File: src/rtl/slave_spi.sv
// slave_spi: byte-oriented SPI responder (SCLK idles high, sample on fall,
// drive on rise, MSB first). Pins are oversampled with the system clock.
module slave_spi #(
  parameter logic [7:0] IDLE_BYTE = 8'hFF
) (
  input  logic       clk,
  input  logic       rst_n,
  input  logic       ss,
  input  logic       sclk,
  input  logic       mosi,
  output logic       miso,
  output logic       miso_oe,
  output logic [7:0] rx_data,
  output logic       rx_valid,
  input  logic [7:0] tx_data,
  input  logic       tx_valid,
  output logic       tx_ready,
  output logic       tx_underrun
);

  // Synchronizer chains: [0],[1] synchronize, [2] is the edge-detect history.
  logic [2:0] ss_q, sclk_q;
  logic [1:0] mosi_q;

  logic       active_q, active_d;
  logic [2:0] bc_q, bc_d;
  logic [7:0] rx_shift_q, rx_shift_d;
  logic [7:0] tx_shift_q, tx_shift_d;
  logic [7:0] hold_q, hold_d;
  logic       full_q, full_d;
  logic       miso_q, miso_d;
  logic       oe_q, oe_d;
  logic [7:0] rx_data_q, rx_data_d;
  logic       rx_valid_q, rx_valid_d;
  logic       underrun_q, underrun_d;

  logic       ss_fall, ss_rise, sclk_fall, sclk_rise;
  logic       load;
  logic [7:0] load_byte;

  assign ss_fall   = ss_q[2] & ~ss_q[1];
  assign ss_rise   = ~ss_q[2] & ss_q[1];
  assign sclk_fall = sclk_q[2] & ~sclk_q[1];
  assign sclk_rise = ~sclk_q[2] & sclk_q[1];

  // Holding register drains into the shifter; empty means the idle pattern.
  assign load_byte = full_q ? hold_q : IDLE_BYTE;

  // Pin synchronizers, reset to the idle-high level.
  always_ff @(posedge clk or negedge rst_n) begin
    if (!rst_n) begin
      ss_q   <= 3'b111;
      sclk_q <= 3'b111;
      mosi_q <= 2'b11;
    end else begin
      ss_q   <= {ss_q[1:0], ss};
      sclk_q <= {sclk_q[1:0], sclk};
      mosi_q <= {mosi_q[0], mosi};
    end
  end

  // Next-state logic; an SS edge wins over a coincident SCLK edge.
  always_comb begin
    active_d   = active_q;
    bc_d       = bc_q;
    rx_shift_d = rx_shift_q;
    tx_shift_d = tx_shift_q;
    hold_d     = hold_q;
    full_d     = full_q;
    miso_d     = miso_q;
    oe_d       = oe_q;
    rx_data_d  = rx_data_q;
    rx_valid_d = 1'b0;
    underrun_d = 1'b0;
    load       = 1'b0;

    if (ss_fall) begin
      active_d = 1'b1;
      bc_d     = 3'd0;
      oe_d     = 1'b1;
      load     = 1'b1;
    end else if (ss_rise) begin
      active_d = 1'b0;
      bc_d     = 3'd0;
      oe_d     = 1'b0;
      miso_d   = 1'b1;
    end else if (active_q && sclk_fall) begin
      rx_shift_d = {rx_shift_q[6:0], mosi_q[1]};
      bc_d       = bc_q + 3'd1;
      if (bc_q == 3'd7) begin
        rx_data_d  = {rx_shift_q[6:0], mosi_q[1]};
        rx_valid_d = 1'b1;
      end
    end else if (active_q && sclk_rise) begin
      if (bc_q == 3'd0) begin
        load = 1'b1;
      end else begin
        tx_shift_d = {tx_shift_q[6:0], 1'b0};
        miso_d     = tx_shift_q[6];
      end
    end

    if (load) begin
      tx_shift_d = load_byte;
      miso_d     = load_byte[7];
      if (full_q) full_d = 1'b0;
      else        underrun_d = 1'b1;
    end

    // Accept only when empty at the start of the cycle; a same-cycle load
    // from empty still sends the idle byte and keeps the new one.
    if (tx_valid && !full_q) begin
      hold_d = tx_data;
      full_d = 1'b1;
    end
  end

  // State registers.
  always_ff @(posedge clk or negedge rst_n) begin
    if (!rst_n) begin
      active_q   <= 1'b0;
      bc_q       <= 3'd0;
      rx_shift_q <= 8'h00;
      tx_shift_q <= 8'h00;
      hold_q     <= 8'h00;
      full_q     <= 1'b0;
      miso_q     <= 1'b1;
      oe_q       <= 1'b0;
      rx_data_q  <= 8'h00;
      rx_valid_q <= 1'b0;
      underrun_q <= 1'b0;
    end else begin
      active_q   <= active_d;
      bc_q       <= bc_d;
      rx_shift_q <= rx_shift_d;
      tx_shift_q <= tx_shift_d;
      hold_q     <= hold_d;
      full_q     <= full_d;
      miso_q     <= miso_d;
      oe_q       <= oe_d;
      rx_data_q  <= rx_data_d;
      rx_valid_q <= rx_valid_d;
      underrun_q <= underrun_d;
    end
  end

  assign miso        = miso_q;
  assign miso_oe     = oe_q;
  assign rx_data     = rx_data_q;
  assign rx_valid    = rx_valid_q;
  assign tx_ready    = ~full_q;
  assign tx_underrun = underrun_q;

endmodule

File: config.mk
export PLATFORM = sky130hd
export DESIGN_NAME = slave_spi
export DESIGN_NICKNAME = d
export VERILOG_FILES = /design/src/rtl/slave_spi.sv
export SDC_FILE = /design/constraint.sdc
export NUM_CORES = 1
export LEC_CHECK = 0
export CAP_MARGIN = 20
export CORE_MARGIN = 2
export CORE_UTILIZATION = 40
export DETAILED_ROUTE_END_ITERATION = 10
export GPL_ROUTABILITY_DRIVEN = 0
export PLACE_DENSITY = 0.64
export SLEW_MARGIN = 30
export SYNTH_ARGS = -nofsm -noshare
export SYNTH_HDL_FRONTEND = slang
export SYNTH_SLANG_ARGS = --single-unit
File: constraint.sdc
create_clock -name clk -period 1.55 [get_ports clk]
set_input_delay 0.3875 -clock clk [delete_from_list [all_inputs] [get_ports clk]]
set_output_delay 0.3875 -clock clk [all_outputs]
set_load 0.1 [all_outputs]
Yosys cells after proc, flatten, opt, wreduce, memory -nomap -nowiden
Index checks and enable logic that the tools add are counted.
{"block": "op_classes", "shift": 0, "n_addsub": 1, "multipliers": 0, "muxes": 31, "div": 0, "n_reduce_logical": 14, "n_bitwise": 11, "eq_ne": 7, "magnitude_cmp": 0}
{"operator": "$mux W7", "n": 6}
{"operator": "$mux W1", "n": 21}
{"operator": "$mux W3", "n": 3}
{"operator": "$mux W8", "n": 1}
{"operator": "$reduce_and A4 Y1", "n": 2}
{"operator": "$not A1 Y1", "n": 7}
{"operator": "$ne A3 B3 Y1 const B", "n": 2}
{"operator": "$reduce_bool A2 Y1", "n": 3}
{"operator": "$reduce_bool A3 Y1", "n": 2}
{"operator": "$reduce_and A5 Y1", "n": 1}
{"operator": "$and A1 B1 Y1", "n": 4}
{"operator": "$ne A2 B1 Y1 const B", "n": 2}
{"operator": "$ne A2 B2 Y1 const B", "n": 2}
{"operator": "$add A3 B1 Y3 const B", "n": 1}
{"operator": "$eq A3 B3 Y1 const B", "n": 1}
{"operator": "$logic_and A1 B1 Y1", "n": 3}
{"operator": "$logic_not A3 Y1", "n": 1}
{"operator": "$reduce_and A3 Y1", "n": 1}
{"operator": "$logic_not A1 Y1", "n": 1}
{"block": "word_totals", "ram_bits": 0, "romBits": 0, "wordCells": 77, "n_memories": 0, "register_bits": 46, "out_inout_bits": 13, "latchBits": 0}

Logic depth before layout (Yosys ltp)
Gate-level depths: netlist of run 1.
{"block": "logic_depth", "depth_word": 9, "depth_mapped": 7, "ltp_nobuf": 6}

Worst setup path after synthesis of run 1
OpenSTA, ideal clock, no wires.
{"block": "synth_path", "kind": "register -> register", "from": "register miso_oe (netlist name)", "to": "register rx_data_q[7], in the netlist rx_data[7]", "period_less_slack_ns": 1.911, "arrival_time_ns": 1.782, "setup_time_ns": 0.128, "setup_slack_ns": -0.361, "path_stages_with_launch": 5, "t_required_ns": 1.422, "path_cell_list": "dfrtp_1 -> nand2_1 -> nor2_4 -> nand3_4 -> mux2_1"}
{"element": "to (signal assigned)", "line_no": "141", "source": "rx_data_q <= rx_data_d;"}
{"element": "to (decl)", "line_no": "33", "source": "logic [7:0] rx_data_q, rx_data_d;"}

Worst setup path in the final report of run 1
{"block": "layout_path", "from": "register ss_q[2]", "to": "register tx_shift_q[3]"}
{"block": "layout_between", "elab_chain_len": 6}
{"element": "from (decl)", "line_no": "22", "source": "logic [2:0] ss_q, sclk_q;"}
{"element": "from (signal assigned)", "line_no": "56", "source": "ss_q <= {ss_q[1:0], ss};"}
{"element": "$not A1 Y1", "line_no": "42", "source": "assign ss_rise = ~ss_q[2] & ss_q[1];"}
{"element": "$and A1 B1 Y1", "line_no": "42"}
{"element": "$mux W1", "line_no": "82", "source": "end else if (ss_rise) begin"}
{"element": "$mux W1", "line_no": "77", "source": "if (ss_fall) begin"}
{"element": "$ne A2 B2 Y1 (no line) (tied with other cells)"}
{"element": "$reduce_and A5 Y1 (no line)"}
{"element": "to (signal assigned)", "line_no": "136", "source": "tx_shift_q <= tx_shift_d;"}
{"element": "to (decl)", "line_no": "28", "source": "logic [7:0] tx_shift_q, tx_shift_d;"}
Parallel ways exist; a longest one is shown, timed or not.
A chain may end at the register's enable or synchronous reset.

==> impl_metrics.tcl, run 1 <==
set metrics [dict create \
    outcome "complete, no violations" \
    r2r-end "tx_shift_q[3]" \
    rsz0062_at_grt "yes" \
    topRoutingLayerUsed "met4" \
    drt-wirelength-per-cell_um 15.9 \
    antenna_found_initial 0 \
    synth_top_area_frac 0.488 \
    die_area_sq_um 5310 \
    clock_path_buffers 2 \
    die_w_um 72.8 \
    p_per_area_nw_per_um2 1350 \
    grt.total_usage 0.156 \
    met1_length_um 1530 \
    drc 0 \
    placed_area_sq_um 2400 \
    required_ns 1.79 \
    via_per_inst 5.24 \
    crit_path_end_kind "flop" \
    ant_nets 0 \
    initialDrtViolationCount 76 \
    r2r_cells 6 \
    syn_nets 159 \
    yosys.area_share.simple 0.0983 \
    slew_headroom 0.714 \
    synth-async-reset-ratio 1.00 \
    grt_max_degree 30 \
    min_period_ns 1.54 \
    cts.sinks 46 \
    final_util 0.556 \
    peakVddDrop_mv 0.554 \
    synth_flop_cell "dfrtp_1" \
    clk_pin_slew_ns 0.09 \
    netlist_top_cells_area "dfrtp_1 (49%), mux2_2 (13%), dfstp_2 (12%)" \
    clock-skew-final_ns 0.00415 \
    worstPathArrival_ns 1.79 \
    worstMarginPinSlew_ns 0.429 \
    synth-compound-area-share 0.0805 \
    initial_core_util 0.407 \
    ys_types 32 \
    cts-root-buf "clkbuf_8" \
    hold_violations 0 \
    num_antenna_cells 0 \
    die_h_um 72.8 \
    finalInstanceArea_sq_um 2590 \
    wl_met2_um 1940 \
    synth_top_area_cell "dfrtp_1" \
    synthAdderAreaFrac 0.0330 \
    syn-instance-count 140 \
    r2r-start "ss_q[2]" \
    yosysWarningCount 0 \
    grt_pass1_wl_um 6140 \
    p_leak_nw 1.14 \
    finalSetupViolations 0 \
    cpPeakStageDelay_ns 0.55 \
    setup.worst_path.start_class "flop" \
    core_sq_um 4660 \
    synth_common_cells "dfrtp_1 (37), mux2_2 (22), nor2_1 (16)" \
    synthMostInstantiatedCell "dfrtp_1" \
    io_pins 27 \
    fillerInstances 391 \
    cpMaxStageDelayCell "dfstp_2" \
    cts_tree "done" \
    yosysSeqAreaShare 0.613 \
    ys_ff_latch 46 \
    fp-row-count 25 \
    worstSkewPairLatency_ns 0.30 \
    critPathLaunch "ss_q[2]" \
    place_hpwl_um 2570 \
    dr_total_vias 1227 \
    layout-drive-gt1-share 0.444 \
    dr.pass1.iters 4 \
    syn-mean-instance-area_sq_um 13.5 \
    r2r_slack_ns 0.008 \
    wirelength_um 3720 \
    cts_max_level 2 \
    hold_path.class "input port to async pin" \
    port_buffers 26 \
    cts_made_buffers 5 \
    fin_nets 198 \
    crit_chain "inv_2 > ha_4 > and4bb_4 > nor2_2 > a21oi_1 > o22a_1" \
    dr_wl_met3_um 196 \
    synth.area.mux_share 0.143 \
    drv_cap 0 \
    first_global_vias 1295 \
    synth_area_sq_um 1900 \
    fin_crit_sh 0.995 \
    area_delta_synth_final_pct 36.6 \
    critPathMaxFanout 7 \
    ctsHoldBuffers 0 \
    critPathKind "flop to flop" \
    synth-xor-area-share 0 \
    grt_overflow 0 \
    synth_top_family_by_area "multiplexers" \
    final_max_slew_viol_count 0 \
    synth_edf_count 0 \
    max_freq_mhz 648 \
]
-- timing repair --
item | in CTS | in global routing
endpoints found under the setup margin | 24 | 26
gates resized for setup | 7 | 9
setup buffers | 1 | 0
cloned | 1 | 0
pin swaps | 7 | 7
-- metrics by stage --
stage               power (mW)  setup slack, ns  cells  hold WS, ns  setup TNS [ns]
global route              3.70          -0.0620    234       0.0374          -0.391
CTS                       3.53        -0.000814    234       0.0212       -0.000814
global placement          2.53          -0.0408    224        0.339          -0.591
finish                    3.51          0.00764    234       0.0127               0
floorplan                 2.26        -0.000727    140       0.0919       -0.000727
detailed placement        2.59          -0.0816    224        0.349           -1.68
-- critical path: cells and delay by family (launching register included) --
| kind | cells | cell delay [ns] |
|---|---|---|
| adder cells (fa/ha/maj) | 1 | 0.17 |
| flip-flops | 1 | 0.55 |
| buffers and inverters | 1 | 0.05 |
| AND/OR/NAND/NOR | 2 | 0.41 |
| AO/OA/AOI/OAI | 2 | 0.31 |
-- power breakdown --
part	leakage, nW	internal (mW)	switching (mW)
combinational	0.527	0.459	0.495
sequential	0.557	1.46	0.198
clock	0.0585	0.483	0.407
-- per-layer routing --
metal / up-vias / track usage
met4: 0 / 0.0617
met1: 613 / 0.186
met2: 40 / 0.265
met5: - / 0
met3: 7 / 0.0483
li1: 567 / -
-- cell type report --
cell class,count,area (sq um),area share
clock inverters,3,43.8,0.0169
inverters,8,30.0,0.0116
clock buffers,5,68.8,0.0266
multi-input cells,83,741,0.286
well taps,54,67.6,0.0261
repair buffers,35,473,0.183
flip-flops and latches,46,1170,0.450
-- worst max path at each step --
| stage | to | slack, ns | cells after the start |
|---|---|---|---|
| after CTS | tx_shift_q[5] | -0.0008 | 6 |
| final | tx_shift_q[3] | 0.008 | 6 |
| after floorplan | miso | -0.0007 | 3 |
| after global placement | hold_q[5] | -0.04 | 4 |
| after detailed placement | rx_data[7] | -0.08 | 4 |
| after global routing | tx_shift_q[1] | -0.06 | 6 |
-- flip-flops by register name, indices dropped and copies added, names as in the netlist --
signal	cells
tx_underrun	1
ss_q	3
hold_q	8
rx_data	8
bc_q	3
tx_shift_q	7
miso	1
sclk_q	3
rx_valid	1
mosi_q	2
full_q	1
miso_oe	1
rx_shift_q	7
-- logic make-up (layout without fill, tap and decap cells) --
logic type | Yosys count | count (layout)
compound gates | 22 | 22
simple gates | 31 | 32
buf+inv | 12 | 51
fa+ha+maj | 5 | 5
mux | 24 | 24
flops | 46 | 46
-- cell usage in the layout, fill, tap and decap left out, drive strengths merged, types with 2 or more instances in the layout --
cell type and count:
a21oi 6, ha 5, clkbuf 5, nand3 4, nor2 17, nand2 2, o22a 6, inv 9
dfrtp 37, nor2b 2, o21ai 6, mux2 24, clkdlybuf4s50 12, and4bb 2, buf 23, dfstp 9
No activity file was read; power rests on OpenSTA's default activity.
==> run 2: changes to the inputs <==
Settings changed: HOLD_SLACK_MARGIN from default to 0.12, REMOVE_ABC_BUFFERS from default to 1.
==> impl_metrics.tcl, run 2 (synthesis results as in run 1) <==
set metrics [dict create \
    rsz0062_at_grt "yes" \
    initial_core_util 0.407 \
    core_sq_um 4660 \
    area_delta_synth_final_pct 35.1 \
    die_h_um 72.8 \
    port_buffers 26 \
    dr_total_vias 1201 \
    grt_pass1_wl_um 5990 \
    ant_nets 0 \
    drt-wirelength-per-cell_um 14.7 \
    antenna_found_initial 0 \
    switching_share 0.306 \
    hold_path.class "flop to flop" \
    die_area_sq_um 5310 \
    hold_violations 0 \
    p_int_mw 2.39 \
    cts.sinks 46 \
    worstSkewPairLatency_ns 0.30 \
    first_global_vias 1296 \
    clock_path_buffers 2 \
    final_cell_mix "dfrtp_1 (37), mux2_2 (22), nor2_1 (15)" \
    p_clk_frac 0.255 \
    final_max_slew_viol_count 0 \
    clock-skew-final_ns 0.00743 \
    wirelength_um 3430 \
    finalSetupViolations 0 \
    r2r_slack_ns 0.02 \
    clk_pin_slew_ns 0.09 \
    critPathMaxFanout 7 \
    slew_headroom 0.781 \
    p_sw_mw 1.06 \
    num_antenna_cells 0 \
    worstMarginPinSlew_ns 0.326 \
    combPwrFrac 0.270 \
    peakVddDrop_mv 0.689 \
    required_ns 1.79 \
    place_ws_ns -0.0687 \
    critPathKind "flop to flop" \
    power_mw 3.45 \
    layout-drive-gt1-share 0.411 \
    crit_path_end_kind "flop" \
    via_per_inst 5.13 \
    cts_tree "done" \
    p_per_area_nw_per_um2 1350 \
    fillerInstances 372 \
    drc 0 \
    worst_slack_ns 0.0153 \
    fp-row-count 25 \
    max_freq_mhz 652 \
    setup.worst_path.start_class "flop" \
    place_hpwl_um 2370 \
    grt_max_degree 47 \
    worstPathArrival_ns 1.78 \
    cts_made_buffers 5 \
    cts_max_level 2 \
    grt_overflow 0 \
    dr.pass1.iters 4 \
    initialDrtViolationCount 66 \
    die_w_um 72.8 \
    fin_crit_sh 0.990 \
    seq_power_share 0.475 \
    outcome "complete, no violations" \
    fin_nets 198 \
    grt.total_usage 0.148 \
    io_pins 27 \
    layout_commonest_cell "dfrtp_1" \
    drv_cap 0 \
    cts-root-buf "clkbuf_8" \
    min_period_ns 1.53 \
    timing.hold.ws_ns 0.358 \
    p_leak_nw 1.14 \
]
-- run 2: cell types whose count changed in the layout (fill, tap and decap cells not counted), sizes merged --
| cell | before | now |
|---|---|---|
| buf | 23 | 22 |
| dlygate4sd3 | 0 | 1 |
-- run 2: final cells by class --
| cell class | instances | area (sq um) | area share |
|---|---|---|---|
| Clock buffer | 5 | 68.8 | 0.0269 |
| Tap cell | 54 | 67.6 | 0.0264 |
| Sequential cell | 46 | 1160 | 0.454 |
| Multi-Input combinational cell | 83 | 721 | 0.281 |
| Clock inverter | 3 | 43.8 | 0.0171 |
| Inverter | 8 | 30.0 | 0.0117 |
| Timing Repair Buffer | 35 | 468 | 0.183 |
-- run 2: power by group through the flow --
| stage | logic (mW) | registers (mW) | clock network, mW |
|---|---|---|---|
| after floorplan | 0.522 | 1.70 | 0 |
| after global placement | 0.878 | 1.64 | 0 |
| final | 0.932 | 1.64 | 0.879 |
| after CTS | 0.935 | 1.64 | 0.916 |
| after global routing | 1.01 | 1.68 | 0.954 |
| after detailed placement | 0.914 | 1.65 | 0 |
-- run 2: layer usage --
metal | part of all wire | up-vias | track usage
li1 | - | 563 | -
met1 | 0.43 | 597 | 0.180
met2 | 0.50 | 31 | 0.245
met3 | 0.047 | 10 | 0.0442
met4 | 0.019 | 0 | 0.0617
met5 | 0 | - | 0
-- run 2: repair_timing --
item,4_1_cts,5_1_grt
buffers inserted,1,0
hold buffers,1,0
endpoints found under the hold margin,37,0
gates resized for setup,5,4
pin swaps,3,9
cloned,1,0
endpoints found under the setup margin,24,9
-- run 2: worst max-delay path, cell delays in order (launching register included) --
cell	delay (ns)
dfstp_2	0.55
inv_2	0.04
ha_4	0.17
and4bb_4	0.35
nor2_1	0.06
a21oi_1	0.15
o22a_1	0.16
-- run 2: through the flow --
stage / setup TNS [ns] / cell area [sq um] / std cells / util
after floorplan: -7.62 / 1860 / 136 / -
after global placement: -0.532 / 2380 / 223 / 0.511
after detailed placement: -1.37 / 2380 / 223 / 0.511
after CTS: 0 / 2550 / 234 / 0.548
after global routing: -0.0857 / 2560 / 234 / 0.550
final: 0 / 2560 / 234 / 0.550
-- run 2: worst paths after layout --
| check | from | to | cells after the start |
|---|---|---|---|
| worst max register to register | ss_q[2] | tx_shift_q[2] | 6 |
| min in group asynchronous | rst_n | tx_underrun | 3 |
| worst min-delay path | sclk_q[0] | sclk_q[1] | 0 |
| worst max-delay path | ss_q[2] | tx_shift_q[2] | 6 |
| max in group asynchronous | rst_n | ss_q[0] | 3 |
| worst min register to register | sclk_q[0] | sclk_q[1] | 0 |
==> run 3: changes to the inputs <==
Settings changed: GPL_ROUTABILITY_DRIVEN 0 to default.
==> results of run 3 <==
No change in the layout: final DEF, timing and power equal those of run 2.
